$ cat config.mk
export PLATFORM = sky130hd
export DESIGN_NAME = rf_wb_arbiter
export DESIGN_NICKNAME = d
export VERILOG_FILES = /design/src/rtl/rf_pkg.sv /design/src/rtl/rf_wb_rr_pick.sv /design/src/rtl/rf_wb_arbiter.sv
export SDC_FILE = /design/constraint.sdc
export NUM_CORES = 1
export LEC_CHECK = 0
export ABC_AREA = 1
export CORE_ASPECT_RATIO = 1.25
export CORE_UTILIZATION = 24
export DETAILED_ROUTE_END_ITERATION = 7
export DONT_BUFFER_PORTS = 1
export GPL_TIMING_DRIVEN = 0
export PLACE_DENSITY = 0.35
export SYNTH_ARGS = -nofsm -noshare
export SYNTH_HDL_FRONTEND = slang
export SYNTH_HIERARCHICAL = 1
export SYNTH_SLANG_ARGS = --single-unit
$ cat constraint.sdc
create_clock -name clk -period 1.5 [get_ports clk]
set_clock_uncertainty 0.05 [all_clocks]
set_input_delay 0.075 -clock clk [delete_from_list [all_inputs] [get_ports clk]]
set_output_delay 0.075 -clock clk [all_outputs]
set_load 0.05 [all_outputs]
$ cat src/rtl/rf_pkg.sv
// ---------------------------------------------------------------------------
// rf_pkg -- shared definitions for the register-file writeback arbiter.
//   RF_RAW / RF_DW : default address / data widths
//   CNT_W          : width of the conflict counter
//   wb_req_t       : one writeback request {valid, addr, data} at default widths
//   gnt_e          : identifies which requester was granted
//   sat_inc        : saturating increment for the conflict counter
// ---------------------------------------------------------------------------
package rf_pkg;

    localparam int RF_RAW = 4;
    localparam int RF_DW  = 8;
    localparam int CNT_W  = 8;

    typedef struct packed {
        logic              valid;
        logic [RF_RAW-1:0] addr;
        logic [RF_DW-1:0]  data;
    } wb_req_t;

    typedef enum logic {
        GNT_ALU = 1'b0,
        GNT_LD  = 1'b1
    } gnt_e;

    function automatic logic [CNT_W-1:0] sat_inc(input logic [CNT_W-1:0] v);
        return (v == {CNT_W{1'b1}}) ? v : v + 1'b1;
    endfunction

endpackage

$ cat src/rtl/rf_wb_rr_pick.sv
// ---------------------------------------------------------------------------
// rf_wb_rr_pick -- two-way grant selection between ALU and load writeback.
//   clk, rst_n  : clock / async active-low reset (round-robin build only)
//   en_i        : grant enable (low while stalled or in reset)
//   alu_req_i   : ALU request valid
//   ld_req_i    : load request valid
//   alu_gnt_o   : ALU granted this cycle
//   ld_gnt_o    : load granted this cycle
// Configuration macro: RF_WB_RR_EN
//   defined   -> round-robin on conflict, pointer last_gnt_q
//   undefined -> fixed priority, load always beats ALU, no pointer state
// ---------------------------------------------------------------------------
module rf_wb_rr_pick
    import rf_pkg::*;
(
`ifdef RF_WB_RR_EN
    input  logic clk,
    input  logic rst_n,
`endif
    input  logic en_i,
    input  logic alu_req_i,
    input  logic ld_req_i,
    output logic alu_gnt_o,
    output logic ld_gnt_o
);

`ifdef RF_WB_RR_EN
    gnt_e last_gnt_q;
    gnt_e last_gnt_d;

    always_comb begin
        alu_gnt_o = 1'b0;
        ld_gnt_o  = 1'b0;
        if (en_i) begin
            if (alu_req_i && ld_req_i) begin
                // Conflict: whoever did not win last time goes now.
                alu_gnt_o = (last_gnt_q == GNT_LD);
                ld_gnt_o  = (last_gnt_q == GNT_ALU);
            end else begin
                alu_gnt_o = alu_req_i;
                ld_gnt_o  = ld_req_i;
            end
        end
    end

    // A grant is always a transfer (grant implies valid), so the pointer
    // tracks every grant, not only contested ones.
    always_comb begin
        last_gnt_d = last_gnt_q;
        if (alu_gnt_o) begin
            last_gnt_d = GNT_ALU;
        end else if (ld_gnt_o) begin
            last_gnt_d = GNT_LD;
        end
    end

    // Reset to "load won last" so the ALU takes the first conflict.
    always_ff @(posedge clk or negedge rst_n) begin
        if (!rst_n) begin
            last_gnt_q <= GNT_LD;
        end else begin
            last_gnt_q <= last_gnt_d;
        end
    end
`else
    always_comb begin
        ld_gnt_o  = en_i & ld_req_i;
        alu_gnt_o = en_i & alu_req_i & ~ld_req_i;
    end
`endif

endmodule

$ cat src/rtl/rf_wb_arbiter.sv
// ---------------------------------------------------------------------------
// rf_wb_arbiter -- merges ALU and load writebacks onto one register-file
// write port.
//   clk, rst_n                         : clock, async active-low reset
//   alu_valid_i/alu_addr_i/alu_data_i  : ALU writeback request
//   alu_ready_o                        : ALU request accepted this cycle
//   ld_valid_i/ld_addr_i/ld_data_i     : load writeback request
//   ld_ready_o                         : load request accepted this cycle
//   stall_i                            : blocks all grants
//   wen_o/write_addr_o/write_data_o    : registered register-file write
//   conflict_cnt_o                     : saturating count of contested cycles
// Configuration macro: RF_WB_RR_EN (round-robin when defined, otherwise
// load has fixed priority over ALU).
// Requesters are not buffered: an ungranted requester must hold its request.
// ---------------------------------------------------------------------------
module rf_wb_arbiter
    import rf_pkg::*;
#(
    parameter int RAW = RF_RAW,
    parameter int DW  = RF_DW
) (
    input  logic             clk,
    input  logic             rst_n,
    input  logic             alu_valid_i,
    input  logic [RAW-1:0]   alu_addr_i,
    input  logic [DW-1:0]    alu_data_i,
    output logic             alu_ready_o,
    input  logic             ld_valid_i,
    input  logic [RAW-1:0]   ld_addr_i,
    input  logic [DW-1:0]    ld_data_i,
    output logic             ld_ready_o,
    input  logic             stall_i,
    output logic             wen_o,
    output logic [RAW-1:0]   write_addr_o,
    output logic [DW-1:0]    write_data_o,
    output logic [CNT_W-1:0] conflict_cnt_o
);

    // Same layout as rf_pkg::wb_req_t, but at this instance's widths.
    typedef struct packed {
        logic           valid;
        logic [RAW-1:0] addr;
        logic [DW-1:0]  data;
    } req_t;

    req_t alu_req;
    req_t ld_req;

    assign alu_req = {alu_valid_i, alu_addr_i, alu_data_i};
    assign ld_req  = {ld_valid_i, ld_addr_i, ld_data_i};

    logic grant_en;
    logic alu_gnt;
    logic ld_gnt;

    // Gating with rst_n keeps both readies low during reset even though the
    // grant path is purely combinational.
    assign grant_en = ~stall_i & rst_n;

    rf_wb_rr_pick u_pick (
`ifdef RF_WB_RR_EN
        .clk       (clk),
        .rst_n     (rst_n),
`endif
        .en_i      (grant_en),
        .alu_req_i (alu_req.valid),
        .ld_req_i  (ld_req.valid),
        .alu_gnt_o (alu_gnt),
        .ld_gnt_o  (ld_gnt)
    );

    assign alu_ready_o = alu_gnt;
    assign ld_ready_o  = ld_gnt;

    logic             wen_q,   wen_d;
    logic [RAW-1:0]   waddr_q, waddr_d;
    logic [DW-1:0]    wdata_q, wdata_d;
    logic [CNT_W-1:0] cnt_q,   cnt_d;

    // Address/data hold their last value when nothing is granted so the
    // register-file port does not toggle on idle cycles.
    always_comb begin
        wen_d   = alu_gnt | ld_gnt;
        waddr_d = waddr_q;
        wdata_d = wdata_q;
        if (ld_gnt) begin
            waddr_d = ld_req.addr;
            wdata_d = ld_req.data;
        end else if (alu_gnt) begin
            waddr_d = alu_req.addr;
            wdata_d = alu_req.data;
        end
    end

    always_comb begin
        cnt_d = cnt_q;
        if (alu_req.valid && ld_req.valid && !stall_i) begin
            cnt_d = sat_inc(cnt_q);
        end
    end

    // Reset also drops any write granted in the cycle it lands in.
    always_ff @(posedge clk or negedge rst_n) begin
        if (!rst_n) begin
            wen_q   <= 1'b0;
            waddr_q <= '0;
            wdata_q <= '0;
            cnt_q   <= '0;
        end else begin
            wen_q   <= wen_d;
            waddr_q <= waddr_d;
            wdata_q <= wdata_d;
            cnt_q   <= cnt_d;
        end
    end

    assign wen_o          = wen_q;
    assign write_addr_o   = waddr_q;
    assign write_data_o   = wdata_q;
    assign conflict_cnt_o = cnt_q;

endmodule
# Word-level counts from Yosys, hierarchy flattened
# Index checks and enable logic that the tools add are counted.
[totals] ram_bits=0 regBits=21 rom_bits=0 memories=0 in_bits=29 latchBits=0 wordCells=23
[op_classes] mul=0 reduce_logical=5 bitwise=8 mux=4 order_cmp=0 n_eq_ne=1 shift=0 n_addsub=1 div=0
[ops] operator="$mux 8" n=2
[ops] operator="$add 8x1->8 const B" n=1
[ops] operator="$eq 8x8->1 const B" n=1
[ops] operator="$mux 4" n=2
[ops] operator="$and 1x1->1" n=4
[ops] operator="$not 1->1" n=3
[ops] operator="$logic_and 1x1->1" n=2
[ops] operator="$reduce_and 2->1" n=1
[ops] operator="$reduce_bool 2->1" n=1
[ops] operator="$logic_not 1->1" n=1
[ops] operator="$or 1x1->1" n=1

# Longest topological paths before layout
[depth] word_depth=6 mapped_depth=9 mapped_depth_nobuf=8

# By module
# The synthesis kept the hierarchy.
[by_module_without_submodules] module="rf_wb_arbiter" cells_per_inst=134 n_inst=1 seq_area_each_um2=525.5 area_each_um2=1038.5
[by_module_without_submodules] module="rf_wb_rr_pick" cells_per_inst=4 n_inst=1 seq_area_each_um2=0.0 area_each_um2=17.5

# Least setup slack after synthesis
# OpenSTA, ideal clock, no wires.
[synth_path] kind="reg-to-reg" start="register cnt_q[0], in the netlist conflict_cnt_o[0]" end="register cnt_q[3], in the netlist conflict_cnt_o[3]" path_stages_with_launch=9 n_path_buf=0 t_arrival_ns=1.519 setup_slack_ns=-0.187 setup_time_ns=0.118 path_cell_list="dfrtp_1 ha_1 nand2_1 nor2_1 nand2_4 nand2_8 inv_4 nand2_1 nand2_1"
[synth_between] elab_chain_len=3
[synth_lines] item="start: declaration" line_no="rf_wb_arbiter.sv:78" source="logic [CNT_W-1:0] cnt_q, cnt_d;"
[synth_lines] item="start signal: assignment" line_no="rf_wb_arbiter.sv:113" source="cnt_q <= cnt_d;"
[synth_lines] item="parallel branches: the longest is 3 deep, another holds $add 8x1->8"
# Parallel ways; which one is timed is not known.
# A chain may end at the register's enable or synchronous reset.

# Final worst setup path
[layout_path] start="register cnt_q[1], in the netlist conflict_cnt_o[1]" end="register cnt_q[3], in the netlist conflict_cnt_o[3]"
# Same word-level chain as after synthesis.

==> impl_metrics.tcl <==
set metrics [dict create \
    tightest_slew_ps 1030 \
    overflow 0 \
    n_fill_cell 452 \
    ir_worst_vdd_mv 0.631 \
    synth_area_per_cell_um2 7.65 \
    synthFlopType "dfrtp_1" \
    p_clk_frac 0.206 \
    synth.area.top_cells "dfrtp_1 (50%), nand2_1 (24%), nand3_1 (7.1%), nor2_1 (3.2%), inv_1 (2.5%)" \
    drc 0 \
    grt_pass1_vias 961 \
    grt_pass1_wl_mm 4.33 \
    worstPathArrival_ps 1530 \
    dp_cells 194 \
    hold_ws_ps 31.3 \
    placed_area_um2 1130 \
    place_ws_ps -130 \
    area_delta_synth_final_pct 39.9 \
    synth_area_leader_cell "dfrtp_1" \
    clk_path_buf_depth 2 \
    synth_area_um2 1060 \
    clk_latency_ps 260 \
    required_ps 1600 \
    cts_root_buf "clkbuf_8" \
    num_rows 26 \
    dp_hpwl_mm 1.75 \
    synth_edf_count 0 \
    rsz0062_at_grt "yes" \
    worstSetupPathType "register to register" \
    path_cells "ha_4 -> nand2_4 -> nor2_4 -> nand2_4 -> nand2_8 -> inv_6 -> nand2_1 -> nand2_1" \
    regArea_um2 538 \
    cp_max_fo 6 \
    p_total_mw 1.83 \
    multi_input_area_um2 522 \
    syn_inst 138 \
    grt_use_total 0.126 \
    slowest_stage "dfrtp_2" \
    cts_tree "done" \
    die_x_um 61.3 \
    drv_cap 0 \
    finalHoldViolCount 0 \
    finalInstanceArea_um2 1480 \
    max_stage_delay_ps 570 \
    drtIter0Drc 16 \
    antenna_found_initial 0 \
    yosysMostFrequentCell "nand2_1" \
    outcome "complete, no violations" \
    p_sw_frac 0.448 \
    hp-class "primary input to register" \
    dr.pass1.iters 4 \
    grt_max_degree 22 \
    synth-seq-cells 21 \
    final_cells 224 \
    yosysUniqueCellTypes 19 \
    synth_nets 168 \
    p_leak_nw 0.684 \
    die_h_um 76.2 \
    worst_setup_path_end_kind "register" \
    synthArstFlopShare 1.00 \
    p_per_area_nw_per_um2 1240 \
    min_path_cells 3 \
    coreArea_um2 4160 \
    ios 52 \
    start_kind "register" \
    p_int_mw 1.01 \
    cts_made_buffers 3 \
    p_sw_uw 818 \
    seq_area_frac_synth 0.498 \
    avgRoutedWirePerCell_um 12.0 \
    start_util 0.254 \
    layout_min_cycle_time_ps 1430 \
    drt_wl_total_mm 2.70 \
    combPwrFrac 0.157 \
    portBuffers 0 \
    synthTopCellsByCount "nand2_1 (68), dfrtp_1 (21), nand3_1 (15)" \
    dieArea_um2 4670 \
    synth_top_area_frac 0.498 \
    setup_ws_ps 67.0 \
    yosys_warnings 6 \
    cts.sink_count 21 \
    setup_viol 0 \
    p_seq_frac 0.637 \
    viasPerCell 4.34 \
    finalMaxSlewViolations 0 \
    diodes 0 \
    relSlewSlack 0.312 \
    reg2reg_depth 8 \
    vias 973 \
    globalplace.congestion 0.714 \
    fin_crit_sh 0.955 \
    layout-drive-gt1-share 0.161 \
    fmax_ghz 0.698 \
    clkTransAtPathRegs_ps 80 \
    ant_nets 0 \
    nets 199 \
    htreeDepth 1 \
]
[placed cells by master (no fill, tap or decap)]
master         instances
dfrtp_2                7
nand2_2                2
inv_1                  7
inv_6                  1
dlygate4sd3_1         25
dfrtp_4                1
nor2_1                 8
inv_2                  1
nor2_2                 3
o21ai_1                1
nand2_1               66
a21oi_1                1
nand2_8                1
clkbuf_1               2
dfrtp_1               13
ha_4                   1
nand2_4                3
nor2_4                 2
xnor2_1                1
xor2_1                 2
clkbuf_8               3
nand3_1               15
buf_2                  2
[final cells by class]
cell class | count | area share
Multi-Input combinational cell | 106 | 0.353
Inverter | 9 | 0.0262
Tap cell | 56 | 0.0474
Sequential cell | 21 | 0.364
Clock buffer | 4 | 0.0305
Timing Repair Buffer | 25 | 0.169
Buffer | 3 | 0.00931
[final timing paths]
| kind | startpoint | end | slack, ps |
|---|---|---|---|
| max | conflict_cnt_o[1] | conflict_cnt_o[3] | 70 |
| min | stall_i | conflict_cnt_o[2] | 30 |
| max reg2reg | conflict_cnt_o[1] | conflict_cnt_o[3] | 70 |
| min reg2reg | conflict_cnt_o[7] | conflict_cnt_o[7] | 670 |
| max in group asynchronous | rst_n | conflict_cnt_o[0] | 270 |
| min in group asynchronous | rst_n | write_data_o[0] | 390 |
[timing repair]
action / 4_1_cts / 5_1_grt
pin swaps: 3 / 2
hold endpoints to repair: 33 / 0
hold buffers: 25 / 0
gates resized for setup: 11 / 3
setup buffers: 0 / 0
endpoints found under the setup margin: 8 / 7
gates cloned: 1 / 0
[power by group through the flow]
stage	clock [mW]	sequential (mW)	combinational (mW)
after CTS	0.406	1.17	0.291
after global routing	0.430	1.19	0.341
final	0.376	1.16	0.287
after global placement	0	1.16	0.200
after floorplan	0	1.13	0.176
after detailed placement	0	1.15	0.205
[cell families (layout without fill, tap and decap cells)]
logic type | after synthesis | count (layout) | synth area share
simple gates | 99 | 100 | 0.409
flops | 21 | 21 | 0.498
compound gates | 2 | 2 | 0.00947
fa+ha+maj | 1 | 1 | 0.0118
buf+inv | 12 | 41 | 0.0474
xor+xnor | 3 | 3 | 0.0249
[registers in the layout, indices dropped and copies added, names as in the netlist]
register and cells:
write_data_o 8, write_addr_o 4, conflict_cnt_o 8, wen_o 1
[through the flow]
stage / utilization / TNS (ps)
detailed placement: 0.272 / -1200
CTS: 0.353 / 0
global route: 0.355 / -12.3
global placement: 0.272 / -1080
finish: 0.355 / 0
floorplan: - / 0
[routing by layer]
metal	share of wire	global-route usage	vias up
li1	-	-	484
met1	0.39	0.139	443
met2	0.53	0.222	41
met3	0.059	0.0306	5
met4	0.015	0.0467	0
met5	0	0	-
[worst max-delay path: cells and delay by family (launching register included)]
family	cells	cell delay (ps)
fa+ha+maj	1	210
buf+inv	1	40
flops	1	570
simple gates	6	460
Power figures use the tool's default switching activity.
